File: config.mk
export PLATFORM = sky130hd
export DESIGN_NAME = dcache_ctrl
export DESIGN_NICKNAME = d
export VERILOG_FILES = /design/src/rtl/dcache_ctrl.sv
export SDC_FILE = /design/constraint.sdc
export NUM_CORES = 1
export LEC_CHECK = 0
export ABC_CLOCK_PERIOD_IN_PS = 8700
export BUFFER_PORTS_ARGS = -buffer_cell sky130_fd_sc_hd__buf_2
export CAP_MARGIN = 20
export CORE_ASPECT_RATIO = 0.7
export CORE_MARGIN = 1
export CORE_UTILIZATION = 40
export CTS_BUF_LIST = sky130_fd_sc_hd__clkbuf_2 sky130_fd_sc_hd__clkbuf_4 sky130_fd_sc_hd__clkbuf_8
export DETAILED_ROUTE_END_ITERATION = 16
export PLACE_DENSITY = 0.63
export SKIP_LAST_GASP = 1
export SLEW_MARGIN = 20
export SYNTH_ARGS = -nofsm -noshare
export SYNTH_HDL_FRONTEND = slang
export SYNTH_SLANG_ARGS = --single-unit
File: constraint.sdc
create_clock -name clk -period 8.7 [get_ports clk]
set_input_delay 1.74 -clock clk [delete_from_list [all_inputs] [get_ports clk]]
set_output_delay 1.74 -clock clk [all_outputs]
set_load 0.05 [all_outputs]
File: src/rtl/dcache_ctrl.sv
// rtl/dcache_ctrl.sv - direct-mapped write-back, write-allocate data cache controller
// Hits complete combinationally in IDLE; misses write back a dirty victim, then fill.
module dcache_ctrl #(
  parameter int LINE_COUNT = 4,
  parameter int WORD_SIZE  = 16
) (
  input  logic                   clk,
  input  logic                   reset,
  input  logic                   c_readC,
  input  logic                   c_writeC,
  input  logic [15:0]            c_address,
  input  logic [WORD_SIZE-1:0]   c_wdata,
  output logic [WORD_SIZE-1:0]   c_rdata,
  output logic                   c_readyC,
  output logic                   m_readM,
  output logic                   m_writeM,
  output logic [15:0]            m_address,
  output logic [4*WORD_SIZE-1:0] m_wdata,
  input  logic [4*WORD_SIZE-1:0] m_rdata,
  input  logic                   m_readyM,
  input  logic                   m_input_readyM,
  input  logic                   m_doneM,
  output logic [15:0]            hit_count,
  output logic [15:0]            miss_count
);

  localparam int IDX_W  = $clog2(LINE_COUNT);
  localparam int TAG_W  = 14 - IDX_W;
  localparam int LINE_W = 4 * WORD_SIZE;

  typedef enum logic [2:0] {
    IDLE,
    WB_REQ,
    WB_WAIT,
    FILL_REQ,
    FILL_WAIT
  } state_t;

  state_t             state_q;
  logic [LINE_COUNT-1:0] valid_q;
  logic [LINE_COUNT-1:0] dirty_q;
  logic [TAG_W-1:0]   tag_q  [LINE_COUNT];
  logic [LINE_W-1:0]  data_q [LINE_COUNT];
  logic [IDX_W-1:0]   miss_idx_q;
  logic [TAG_W-1:0]   miss_tag_q;
  logic [15:0]        m_address_q;
  logic [LINE_W-1:0]  m_wdata_q;
  logic [15:0]        hit_cnt_q;
  logic [15:0]        miss_cnt_q;

  logic [1:0]         req_off;
  logic [IDX_W-1:0]   req_idx;
  logic [TAG_W-1:0]   req_tag;
  logic               req_active;
  logic               hit;
  logic               fill_now;
  logic [LINE_W-1:0]  cur_line;

  assign req_off    = c_address[1:0];
  assign req_idx    = c_address[2 +: IDX_W];
  assign req_tag    = c_address[15 -: TAG_W];
  assign req_active = c_readC | c_writeC;
  assign hit        = (state_q == IDLE) && req_active && valid_q[req_idx] &&
                      (tag_q[req_idx] == req_tag);
  assign fill_now   = (state_q == FILL_WAIT) && m_input_readyM;
  assign cur_line   = data_q[req_idx];

  assign c_readyC   = hit;
  assign c_rdata    = cur_line[int'(req_off) * WORD_SIZE +: WORD_SIZE];

  // Request pulses are gated by the live m_readyM so memory never sees one while busy;
  // the state advances on the same edge, so a pulse can never last two cycles.
  assign m_readM    = (state_q == FILL_REQ) && m_readyM;
  assign m_writeM   = (state_q == WB_REQ) && m_readyM;
  assign m_address  = m_address_q;
  assign m_wdata    = m_wdata_q;
  assign hit_count  = hit_cnt_q;
  assign miss_count = miss_cnt_q;

  always_ff @(posedge clk) begin
    if (hit && c_writeC) begin
      data_q[req_idx][int'(req_off) * WORD_SIZE +: WORD_SIZE] <= c_wdata;
    end else if (fill_now) begin
      data_q[miss_idx_q] <= m_rdata;
    end
  end

  always_ff @(posedge clk or posedge reset) begin
    if (reset) begin
      state_q     <= IDLE;
      valid_q     <= '0;
      dirty_q     <= '0;
      miss_idx_q  <= '0;
      miss_tag_q  <= '0;
      m_address_q <= '0;
      m_wdata_q   <= '0;
      hit_cnt_q   <= '0;
      miss_cnt_q  <= '0;
      for (int i = 0; i < LINE_COUNT; i++) begin
        tag_q[i] <= '0;
      end
    end else begin
      case (state_q)
        IDLE: begin
          if (hit) begin
            if (hit_cnt_q != 16'hFFFF) hit_cnt_q <= hit_cnt_q + 16'd1;
            if (c_writeC) dirty_q[req_idx] <= 1'b1;
          end else if (req_active) begin
            if (miss_cnt_q != 16'hFFFF) miss_cnt_q <= miss_cnt_q + 16'd1;
            miss_idx_q <= req_idx;
            miss_tag_q <= req_tag;
            m_wdata_q  <= cur_line;
            if (valid_q[req_idx] && dirty_q[req_idx]) begin
              m_address_q <= {tag_q[req_idx], req_idx, 2'b00};
              state_q     <= WB_REQ;
            end else begin
              m_address_q <= {req_tag, req_idx, 2'b00};
              state_q     <= FILL_REQ;
            end
          end
        end
        WB_REQ: begin
          if (m_readyM) state_q <= WB_WAIT;
        end
        WB_WAIT: begin
          if (m_doneM) begin
            dirty_q[miss_idx_q] <= 1'b0;
            m_address_q         <= {miss_tag_q, miss_idx_q, 2'b00};
            state_q             <= FILL_REQ;
          end
        end
        FILL_REQ: begin
          if (m_readyM) state_q <= FILL_WAIT;
        end
        FILL_WAIT: begin
          if (m_input_readyM) begin
            valid_q[miss_idx_q] <= 1'b1;
            dirty_q[miss_idx_q] <= 1'b0;
            tag_q[miss_idx_q]   <= miss_tag_q;
            state_q             <= IDLE;
          end
        end
        default: state_q <= IDLE;
      endcase
    end
  end

endmodule

==> impl_metrics.json <==
{
  "status": "completed",
  "r2r_cells": 7,
  "synthMuxAreaShare_pct": 19.4,
  "async_reset_ff_share_pct": 41.7,
  "cap_viol_max_count": 0,
  "path_class": "input port to output port",
  "ys_seq_area_share_pct": 66.2,
  "drive_above_1_share_pct": 42.4,
  "synthFlopType": "edfxtp_1",
  "place_ws_ns": 2.48,
  "synth-xor-area-share_pct": 2.02,
  "slew-limit-headroom_pct": 32.1,
  "ios": 234,
  "vias_per_cell": 5.53,
  "rr_endpoint": "data_q[3][8]",
  "drc_errors": 0,
  "drv_slew": 0,
  "ys_seq_elements": 439,
  "die-area_mm2": 0.0472,
  "whs_ns": 0.464,
  "leakage_nw": 8.89,
  "startpoint_type": "input port",
  "synth_top_area_share_pct": 41.5,
  "finish.utilization_pct": 48.2,
  "reg2reg_from": "tag_q[21]",
  "hold_depth": 1,
  "vias": 11331,
  "powerDensity_mw_per_mm2": 298,
  "post_cts_buffers": 0,
  "track_usage_pct": 21.9,
  "power_mw": 6.51,
  "wl_per_cell_um": 25.0,
  "tritoncts": "done",
  "antenna_found_initial": 1,
  "syn_area_per_cell_um2": 16.5,
  "layout_setup_ws_ns": 2.53,
  "cts_hold_buf": 0,
  "cts.path.max_buffers": 3,
  "synth_compound_area_share_pct": 4.42,
  "synth.distinct_cells": 51,
  "drt_iter0_markers": 1068,
  "tightest_slew_ns": 1.02,
  "nets": 1496,
  "skew_ns": 0.0304,
  "setup_viol": 0,
  "cts_resized": 0,
  "die_h_um": 182,
  "dp.cells": 1919,
  "gr-total-overflow": 0,
  "stdcell_area_mm2": 0.0219,
  "cp-endpoint": "c_readyC",
  "synthTopCellsByArea": "edfxtp_1, dfrtp_1, mux4_2",
  "layout_min_cycle_time_ns": 6.17,
  "synth_edf_count": 256,
  "cp_data_arrival_time_ns": 4.43,
  "post-route-period-util_pct": 70.9,
  "end_kind": "output port",
  "dr.pass1.iters": 5,
  "synth_top_family_by_area": "multiplexers",
  "core_mm2": 0.0454,
  "port_buffers": 231,
  "grt_max_degree": 110,
  "yosys.area_share.simple_pct": 5.76,
  "cts_buffers": 69,
  "ys_warn_count": 0,
  "rows": 65,
  "start_util_pct": 40.9,
  "multiInputGateArea_mm2": 0.00599,
  "crit_start": "c_address[3]",
  "seqCellArea_mm2": 0.0123,
  "routed_wl_mm": 51.3,
  "hp-class": "register to register",
  "cts.sinks": 439,
  "place_area_mm2": 0.0204,
  "cp.required_ns": 6.96,
  "setup-tns-final_ns": 0,
  "final.fill_count": 3897,
  "layout.cells.non_filler": 2048,
  "postRouteAntennaNets": 0,
  "max_freq_ghz": 0.162,
  "grt_pass1_wl_mm": 75.6,
  "die_w_um": 259,
  "hold_viol": 0,
  "synth_area_mm2": 0.0185,
  "synthToLayoutAreaGrowth_pct": 17.9,
  "critPathMaxFanout": 53,
  "synthCells": 1121,
  "htree_levels": 3,
  "clkTransAtPathRegs_ns": 0.06,
  "hpwl_mm": 34.7,
  "rsz0062_at_grt": "false",
  "synthAdderAreaFrac_pct": 0.405,
  "yosys.area.top_type": "edfxtp_1",
  "grt_pass1_vias": 11395,
  "rrSetupSlack_ns": 5.55,
  "gp_congestion": 0.873,
  "clk_latency_ns": 0.62,
  "cts_root_buffer": "clkbuf_8",
  "irDropWorstVdd_mv": 0.114
}
[cell usage in the layout, fill, tap and decap left out, types with 20 or more instances in the layout]
cell      netlist  layout
mux2_2        121     121
o21ai_0        29      21
buf_2           4     229
xnor2_1        24      24
edfxtp_1      256     256
nand2_1       111     111
clkbuf_4        0      27
clkbuf_8        0      78
dfrtp_1       183     183
mux4_2         94      94
nor2_1         24      20
buf_4           3      33
a22o_1         64      64
[layout make-up]
| cell class | instances | area share (%) |
|---|---|---|
| timing repair buffer | 262 | 6.38 |
| multi-input combinational | 606 | 27.4 |
| tap | 603 | 3.45 |
| clock buffer | 105 | 5.84 |
| inverter | 9 | 0.189 |
| sequential | 439 | 56.1 |
| antenna | 2 | 0.0229 |
| clock inverter | 22 | 0.624 |
[worst max-delay path, cell delays in order]
cell and delay, ns:
buf_4 0.60, buf_4 0.58, mux4_2 0.32, and3b_1 0.19
nand2_1 0.06, nor4_1 0.53, buf_2 0.37
[worst min-delay path by stage]
| stage | slack, ns | end | from |
|---|---|---|---|
| final | 0.46 | valid_q[1] | valid_q[1] |
| after global routing | 0.49 | valid_q[2] | valid_q[2] |
| after CTS | 0.47 | valid_q[1] | valid_q[1] |
| after detailed placement | 0.45 | valid_q[2] | valid_q[2] |
| after global placement | 0.44 | valid_q[0] | valid_q[0] |
| after floorplan | 0.43 | valid_q[2] | valid_q[2] |
[metal layers]
metal  share of wire, %  GRT usage (%)  vias up
li1                   -              -     4891
met4                2.6           6.71        0
met3                7.4           5.39       69
met2                 44           31.2      427
met1                 46           32.9     5944
met5                  0              0        -
[synth_stat cells, types with 5 or more instances]
library cell,number
nand4_1,12
and3_1,7
nor4_2,5
xnor2_1,24
nand2b_1,9
nor3_1,10
xor2_1,17
buf_1,14
mux4_2,94
edfxtp_1,256
nand2_1,111
nand3_1,18
mux2_2,121
ha_1,6
clkbuf_1,44
mux2i_1,12
o21ai_0,29
dfrtp_1,183
a22o_1,64
nor4_1,6
inv_1,9
nor2_1,24
[cell families after synthesis]
group,Yosys count
other cells,1
mux,227
fa+ha+maj,6
flops,439
xor+xnor,42
buf+inv,77
compound gates,109
simple gates,220
[report_power, final]
group | switching, mW | leakage (nW) | internal, mW | total, mW
Clock | 0.807 | 0.756 | 0.972 | 1.78
Sequential | 0.240 | 4.73 | 2.55 | 2.79
Combinational | 1.33 | 3.41 | 0.614 | 1.94
Total | 2.38 | 8.89 | 4.14 | 6.51
[sequential cells by signal (all words and copies together), names as in the netlist]
| name | flops |
|---|---|
| dirty_q | 4 |
| tag_q | 48 |
| m_address | 14 |
| miss_tag_q | 12 |
| miss_count | 16 |
| valid_q | 4 |
| m_wdata | 64 |
| state_q | 3 |
| hit_count | 16 |
| miss_idx_q | 2 |
| data_q | 256 |
No activity file was read; power rests on OpenSTA's default activity.
